--- src/rtl/countdown_timer.sv ---
// Microwave cook-time keeper: three BCD digits (M:ST), keypad entry,
// once-per-second countdown while cooking, door interlock, end-of-cook pulse.
module countdown_timer #(
  parameter int TICKS_PER_SEC = 100
) (
  input  logic       clk,
  input  logic       reset,
  input  logic       digit_valid,
  input  logic [3:0] digit,
  input  logic       start,
  input  logic       stop,
  input  logic       clear,
  input  logic       door_closed,
  output logic [3:0] sec_unidades,
  output logic [3:0] sec_dezenas,
  output logic [3:0] minutos,
  output logic       magnetron_on,
  output logic       done
);

  // state | meaning
  // IDLE  | time entry via keypad, magnetron off
  // COOK  | counting down, magnetron on
  // PAUSE | stopped or door opened mid-cook, digits and prescaler frozen
  typedef enum logic [1:0] {IDLE, COOK, PAUSE} state_t;

  localparam int PW = (TICKS_PER_SEC > 2) ? $clog2(TICKS_PER_SEC) : 1;
  localparam logic [PW-1:0] PRESC_LAST = PW'(TICKS_PER_SEC - 1);

  state_t        state, state_nxt;
  logic [PW-1:0] presc, presc_nxt;
  logic [3:0]    uni_nxt, dez_nxt, min_nxt;
  logic          done_nxt;

  logic [3:0]    dec_u, dec_d, dec_m;
  logic          dec_zero, time_zero, halt;

  assign time_zero = (minutos == 4'd0) && (sec_dezenas == 4'd0) && (sec_unidades == 4'd0);
  assign halt      = stop || !door_closed;

  // One-second decrement with borrow; tens above 5 count down like any other digit.
  always_comb begin
    dec_u = sec_unidades;
    dec_d = sec_dezenas;
    dec_m = minutos;
    if (sec_unidades != 4'd0) begin
      dec_u = sec_unidades - 4'd1;
    end else if (sec_dezenas != 4'd0) begin
      dec_d = sec_dezenas - 4'd1;
      dec_u = 4'd9;
    end else if (minutos != 4'd0) begin
      dec_m = minutos - 4'd1;
      dec_d = 4'd5;
      dec_u = 4'd9;
    end
    dec_zero = (dec_m == 4'd0) && (dec_d == 4'd0) && (dec_u == 4'd0);
  end

  // Next-state and next-register values; priority clear > stop/door > start > digit.
  always_comb begin
    state_nxt = state;
    presc_nxt = presc;
    uni_nxt   = sec_unidades;
    dez_nxt   = sec_dezenas;
    min_nxt   = minutos;
    done_nxt  = 1'b0;
    case (state)
      IDLE: begin
        if (clear) begin
          uni_nxt = 4'd0;
          dez_nxt = 4'd0;
          min_nxt = 4'd0;
        end else if (halt) begin
          // door open or stop asserted: nothing to do while idle
        end else if (start) begin
          if (!time_zero) begin
            state_nxt = COOK;
            presc_nxt = '0;
          end
        end else if (digit_valid && (digit <= 4'd9)) begin
          min_nxt = sec_dezenas;
          dez_nxt = sec_unidades;
          uni_nxt = digit;
        end
      end
      COOK: begin
        if (clear) begin
          state_nxt = IDLE;
          uni_nxt   = 4'd0;
          dez_nxt   = 4'd0;
          min_nxt   = 4'd0;
        end else if (halt) begin
          state_nxt = PAUSE;
        end else if (presc != PRESC_LAST) begin
          presc_nxt = presc + 1'b1;
        end else begin
          presc_nxt = '0;
          uni_nxt   = dec_u;
          dez_nxt   = dec_d;
          min_nxt   = dec_m;
          if (dec_zero) begin
            state_nxt = IDLE;
            done_nxt  = 1'b1;
          end
        end
      end
      PAUSE: begin
        if (clear || stop) begin
          state_nxt = IDLE;
          uni_nxt   = 4'd0;
          dez_nxt   = 4'd0;
          min_nxt   = 4'd0;
        end else if (start && door_closed) begin
          state_nxt = COOK;
        end
      end
      default: begin
        state_nxt = IDLE;
      end
    endcase
  end

  // State, prescaler and all outputs registered; reset clears everything at once.
  always_ff @(posedge clk or posedge reset) begin
    if (reset) begin
      state        <= IDLE;
      presc        <= '0;
      sec_unidades <= 4'd0;
      sec_dezenas  <= 4'd0;
      minutos      <= 4'd0;
      magnetron_on <= 1'b0;
      done         <= 1'b0;
    end else begin
      state        <= state_nxt;
      presc        <= presc_nxt;
      sec_unidades <= uni_nxt;
      sec_dezenas  <= dez_nxt;
      minutos      <= min_nxt;
      magnetron_on <= (state_nxt == COOK);
      done         <= done_nxt;
    end
  end

endmodule

--- config.mk ---
export PLATFORM = sky130hd
export DESIGN_NAME = countdown_timer
export DESIGN_NICKNAME = d
export VERILOG_FILES = /design/src/rtl/countdown_timer.sv
export SDC_FILE = /design/constraint.sdc
export NUM_CORES = 1
export LEC_CHECK = 0
export CORE_ASPECT_RATIO = 0.6
export CORE_MARGIN = 4
export CORE_UTILIZATION = 50
export DETAILED_ROUTE_END_ITERATION = 8
export DONT_BUFFER_PORTS = 1
export PLACE_DENSITY_LB_ADDON = 0.15
export SYNTH_ARGS = -nofsm -noshare
export SYNTH_HDL_FRONTEND = slang
export SYNTH_SLANG_ARGS = --single-unit
--- constraint.sdc ---
create_clock -name clk -period 2.2 [get_ports clk]
set_clock_uncertainty 0.05 [all_clocks]
set_input_delay 0.22 -clock clk [delete_from_list [all_inputs] [get_ports clk]]
set_output_delay 0.22 -clock clk [all_outputs]
set_load 0.005 [all_outputs]
# Word level (Yosys, flattened, before mapping)
# Index checks and enable logic that the tools add are counted.
totals:
  in_bits: 11
  mem_bits_ro: 0
  ram_bits: 0
  latch_bits: 0
  reg_bits: 23
  out_inout_bits: 14
  mem_count: 0
  word_cells: 109
classes:
  bitwise: 0
  div_mod_pow: 0
  n_reduce_logical: 23
  addsub: 4
  mul: 0
  order_cmp: 1
  shift: 0
  n_mux: 58
  eq_ne: 16
ops:
  columns: ["cell", "n"]
  rows:
  - ["4-bit 2-to-1 mux", 31]
  - ["7-bit 2-to-1 mux", 7]
  - ["4-bit one-hot mux with 3 select lines", 3]
  - ["4-bit zero test", 6]
  - ["2-bit 2-to-1 mux", 10]
  - ["3-bit inequality test, second input constant", 5]
  - ["2-bit inequality test, second input constant", 7]
  - ["7-bit one-hot mux with 2 select lines", 1]
  - ["7-bit AND reduction", 2]
  - ["4-bit nonzero test", 3]
  - ["4-bit by 1-bit subtractor with 4-bit output, second input constant", 3]
  - ["7-bit by 1-bit adder with 7-bit output, second input constant", 1]
  - ["7-bit inequality test, second input constant", 1]
  - ["1-bit logical AND", 6]
  - ["2-bit one-hot mux with 3 select lines", 1]
  - ["1-bit 2-to-1 mux", 5]
  - ["2-bit by 1-bit equality test with 1-bit output, second input constant", 2]
  - ["4-bit <= comparator, second input constant", 1]
  - ["3-bit nonzero test", 1]
  - ["2-bit equality test, second input constant", 1]
  - ["2-bit zero test", 1]
  - ["1-bit logical OR", 2]
  - ["2-bit nonzero test", 1]
  - ["1-bit zero test", 1]

# Depth between registers and ports, before layout
depth:
  depth_word: 13
  ltp_mapped: 9

# Least setup slack after synthesis
# OpenSTA, ideal clock, no wires.
synth_path:
  path_type: "flip-flop to flip-flop"
  start: "register sec_dezenas[0]"
  end: "register state[1]"
  required_ps: 2019
  period_less_slack_ps: 2459
  path_stages_with_launch: 10
  path_slack_ps: -259
  path_buffers: 1
  arrival_time_ps: 2278
  path_cell_list: "dfrtp_1 -> inv_1 -> ha_1 -> or3b_1 -> buf_2 -> or4_4 -> a211oi_2 -> and4bb_1 -> a21oi_1 -> nor2b_1"
synth_via:
  elab_chain_cells: 11
synth_rtl:
  columns: ["element", "line", "rtl"]
  rows:
  - ["from (decl)", "15", "output logic [3:0] sec_dezenas,"]
  - ["from (signal assigned)", "137", "sec_dezenas <= dez_nxt;"]
  - ["4-bit by 1-bit subtractor with 4-bit output, or another cell as far along", "49", "dec_d = sec_dezenas - 4'd1;"]
  - ["4-bit 2-to-1 mux", "48", "end else if (sec_dezenas != 4'd0) begin"]
  - ["4-bit 2-to-1 mux", "46", "if (sec_unidades != 4'd0) begin"]
  - ["4-bit zero test", "56", "dec_zero = (dec_m == 4'd0) && (dec_d == 4'd0) && (dec_u == 4'd0);"]
  - ["1-bit logical AND (2 in series)", "56", null]
  - ["2-bit 2-to-1 mux", "101", "if (dec_zero) begin"]
  - ["2-bit 2-to-1 mux", "94", "end else if (presc != PRESC_LAST) begin"]
  - ["2-bit 2-to-1 mux", "92", "end else if (halt) begin"]
  - ["2-bit 2-to-1 mux", "87", "if (clear) begin"]
  - ["2-bit one-hot mux with 3 select lines *", "67", "case (state)"]
  - ["named net state_nxt[1]", "30", "state_t state, state_nxt;"]
  - ["to (signal assigned)", "134", "state <= state_nxt;"]
  - ["to (decl)", "30", null]
# The timed path passes the listed nets; every way through them passes the cells marked *.
# A chain may end at the register's enable or synchronous reset.

# Final worst setup path
layout_path:
  start: "register sec_dezenas[1]"
  end: "register minutos[2]"
layout_via:
  elab_chain_cells: 7
layout_rtl:
  columns: ["element", "line", "rtl"]
  rows:
  - ["4-bit nonzero test", "48", null]
  - ["4-bit 2-to-1 mux", "48", null]
  - ["4-bit 2-to-1 mux", "46", null]
  - ["4-bit 2-to-1 mux", "94", null]
  - ["4-bit 2-to-1 mux", "92", null]
  - ["4-bit 2-to-1 mux", "87", null]
  - ["4-bit one-hot mux with 3 select lines", "67", null]
  - ["to (signal assigned)", "138", "minutos <= min_nxt;"]
  - ["to (decl)", "16", "output logic [3:0] minutos,"]
# Every way passes these cells. The select of a mux whose other input is x is not followed.

==> summary.md <==
| Metric | Value |
|---|---|
| Fmax | 404 MHz |
| HP Class | in2async |
| Worst Hold Slack | -0.00948 ns |
| Design area | 0.00241 mm^2 |
| Relative slew slack | 36.2% |
| Sw Ratio | 44.9% |
| DIE WIDTH | 85.7 um |
| Yosys warns | 0 |
| Initial antenna violation count | 0 |
| Mean post-synth cell area | 8.24 um^2 |
| CP Buf/Inv Count | 1 |
| Vias | 2066 |
| Area Overhead vs Synth | 32.9% |
| Vias per cell | 6.69 |
| Setup crit end kind | register |
| TritonCTS Buffers | 3 |
| Diode count | 0 |
| Fin cells | 309 |
| Core area | 0.00336 mm^2 |
| Overall Global Routing Usage | 26.7% |
| Vias in the first global route | 1928 |
| Number of synthesized flops with an enable pin | 0 |
| Max Cap Viol | 0 |
| Critical path fanouts, max | 5 |
| Final Cycle Share | 112% |
| Status | complete, but fails checks |
| DP Area | 0.00214 mm^2 |
| Flop pwr share | 18.1% |
| DP HPWL | 4.39 mm |
| Layout cells sized above 1 | 32.2% |
| Setup tns final | -1.08 ns |
| Clk sinks | 23 |
| Clk pwr share | 9.1% |
| Slowest CP cell | or4_4 |
| Fin. max-slew vios | 0 |
| Worst Setup Path Type | reg2reg |
| Crit path max-delay family | simple AND/OR/NAND/NOR gates |
| Clock Path Buffers | 2 |
| CTS H-tree lvls | 1 |
| Post-synth net total | 239 |
| Final Setup Violations | 5 |
| Startpoint class of the critical path | register |
| Buffers added on ports | 0 |
| WL/cell | 20.1 um |
| Ys flop type | dfrtp_1 |
| Die ar. | 0.00468 mm^2 |
| CTS clk-pin slew, worst paths | 0.09 ns |
| Switching power | 1350 uW |
| Synth area leaders | dfrtp_1 (32%), ha_1 (5.5%), o21ai_0 (5.2%) |
| Net count reported at finish | 284 |
| Crit path time final | 2.47 ns |
| Violated checks | hold timing, setup timing |
| Post-synth top area cell | dfrtp_1 |
| VDD IR-drop max | 0.726 mV |
| Mapped Cells | 220 |
| Flops & latches, synth | 23 |
| Ys async rst share | 100% |
| Power density over cell area | 1250 mW/mm^2 |
| Die Y | 54.6 um |
| Share of Yosys cell area claimed by the top area cell type | 31.8% |
| Worst Path Arrival | 2.57 ns |
| Pin count of the biggest net entering global routing | 24 |
| Leak | 0.00105 uW |
| Iteration-0 DRC Markers | 192 |
| PnR Total Power | 3010 uW |
| WL final | 6.22 mm |
| Layout fillers | 258 |
| Worst Path Required | 2.29 ns |
| Std cell rows | 16 |
| Netlist cell types | 52 |
| Largest stage delay, worst path | 0.46 ns |
| DRT antenna net count | 0 |
| Worst slew pin tran | 0.956 ns |
| Internal | 1660 uW |
| IO Count | 25 |
| Share of the yosys chip area belonging to registers | 31.8% |
| Final worst-path setup slack | -0.274 ns |
| TritonCTS clock tree | done |
| TritonRoute pass-1 iters | 5 |
| Routability cong. | 0.969 |
| Combinational power share | 72.8% |
| CP Cell Sequence | inv_1, ha_2, or3b_4, or4_4, o21ai_0, a22oi_1, o41ai_2 |
| Initial Util | 53.9% |
| DRC violation count after routing | 0 |
| Total gr overflow | 0 |
| Final hold vios | 10 |
| Root buffer selected by CTS | clkbuf_8 |
| Setup repair after global routing missed its margin | yes |
| Syn Std Cell Area | 0.00181 mm^2 |
| Dpl cells | 294 |
| First-pass GRT wire length | 9.53 mm |
| Clock Latency Late Sink | 0.27 ns |
==> Yosys cell counts (2+ instances only) <==
| cell | instances |
|---|---|
| a31oi_1 | 3 |
| o22ai_1 | 7 |
| clkbuf_1 | 7 |
| dfrtp_1 | 23 |
| and2_1 | 3 |
| a211oi_1 | 3 |
| buf_2 | 2 |
| nor3_1 | 5 |
| or4_1 | 2 |
| nor3b_1 | 4 |
| o221ai_1 | 2 |
| a22oi_1 | 3 |
| nor4_1 | 4 |
| mux2i_1 | 2 |
| a21oi_1 | 9 |
| ha_1 | 8 |
| a22o_1 | 2 |
| nand3_1 | 7 |
| nand2_1 | 18 |
| or3b_2 | 2 |
| or3b_1 | 2 |
| nand2b_1 | 7 |
| o31ai_1 | 7 |
| nor2_1 | 10 |
| and3_1 | 5 |
| o21ai_0 | 19 |
| a32oi_1 | 2 |
| buf_4 | 2 |
| nor2b_1 | 6 |
| inv_1 | 15 |
| or2_2 | 2 |
| o41ai_1 | 7 |
==> timing repair <==
action	CTS	global route
gates resized for setup	8	23
endpoints found under the setup margin	5	16
buffers inserted	3	6
pin swaps	0	6
hold endpoints to repair	8	0
hold buffers	1	0
cloned	0	1
==> per-stage QoR <==
step | utilization [%] | setup slack [ns]
floorplan | - | -0.207
global placement | 63.7 | -0.200
detailed placement | 63.7 | -0.259
CTS | 67.2 | -0.158
global route | 71.6 | -0.343
finish | 71.6 | -0.274
==> logic make-up (layout without fill, tap and decap cells) <==
| family | count (synthesis) | in the layout | share of synthesized area [%] |
|---|---|---|---|
| and+or+nand+nor | 84 | 84 | 26.5 |
| adders and majority gates | 8 | 8 | 5.53 |
| muxes | 3 | 3 | 1.73 |
| buffers and inverters | 27 | 71 | 6.15 |
| DFF | 23 | 23 | 31.8 |
| xor gates and xnor gates | 1 | 1 | 0.484 |
| AOI/OAI and AO/OA | 74 | 74 | 27.9 |
==> cell type report <==
| class | count | area, um^2 | share of cell area, % |
|---|---|---|---|
| tap | 45 | 56.3 | 2.34 |
| inverter | 16 | 60.1 | 2.49 |
| timing repair buffer | 51 | 400 | 16.6 |
| clock inverter | 1 | 5.00 | 0.208 |
| clock buffer | 3 | 41.3 | 1.71 |
| sequential | 23 | 576 | 23.9 |
| multi-input combinational | 170 | 1270 | 52.7 |
==> worst paths after layout <==
path / depth (start not counted) / slack (ns) / end / start
setup / recovery: 7 / -0.27 / minutos[2]$_DFFE_PP0P_ / sec_dezenas[1]$_DFFE_PP0P_
hold / removal: 1 / -0.009 / sec_unidades[1]$_DFFE_PP0P_ / reset
setup reg to reg: 7 / -0.27 / minutos[2]$_DFFE_PP0P_ / sec_dezenas[1]$_DFFE_PP0P_
hold reg to reg: 1 / 0.47 / presc[6]$_DFFE_PP0P_ / presc[6]$_DFFE_PP0P_
max in group asynchronous: 1 / 1.51 / minutos[2]$_DFFE_PP0P_ / reset
min in group clk: 1 / 0.03 / minutos[2]$_DFFE_PP0P_ / clear
==> flip-flops by register name, summed over array words and instances (netlist names) <==
name          flops
magnetron_on      1
sec_unidades      4
done              1
sec_dezenas       4
presc             7
state             2
minutos           4
==> power by group through the flow <==
| stage | combinational, uW | sequential [uW] | clock (uW) |
|---|---|---|---|
| CTS | 1800 | 540 | 276 |
| global placement | 1590 | 542 | 0 |
| floorplan | 1010 | 580 | 0 |
| finish | 2190 | 545 | 274 |
| detailed placement | 1640 | 547 | 0 |
| global route | 2320 | 552 | 298 |
==> layer usage <==
layer  track usage, %  vias up  wire [um]
met3             8.57       18        806
li1                 -      921          -
met2             43.0      143       2680
met5                0        -          0
met4             5.53        0        119
met1             35.7      984       2610
==> cell usage in the layout, fill, tap and decap left out, types with 3 or more instances in the layout <==
cell / synthesis / routed
a21oi_1: 9 / 7
or3b_4: 0 / 3
and2_1: 3 / 3
nand2_1: 18 / 18
ha_1: 8 / 6
nand2b_1: 7 / 7
a31oi_1: 3 / 3
clkbuf_8: 0 / 3
dfrtp_1: 23 / 23
o22ai_1: 7 / 6
buf_4: 2 / 46
a211oi_1: 3 / 3
buf_6: 0 / 4
inv_2: 0 / 4
nor2b_1: 6 / 6
nand3_1: 7 / 7
nor2_1: 10 / 10
inv_1: 15 / 11
o21ai_0: 19 / 17
o41ai_1: 7 / 5
o31ai_1: 7 / 7
and3_1: 5 / 5
a22oi_1: 3 / 3
nor3_1: 5 / 5
(Power assumes the default switching activity.)
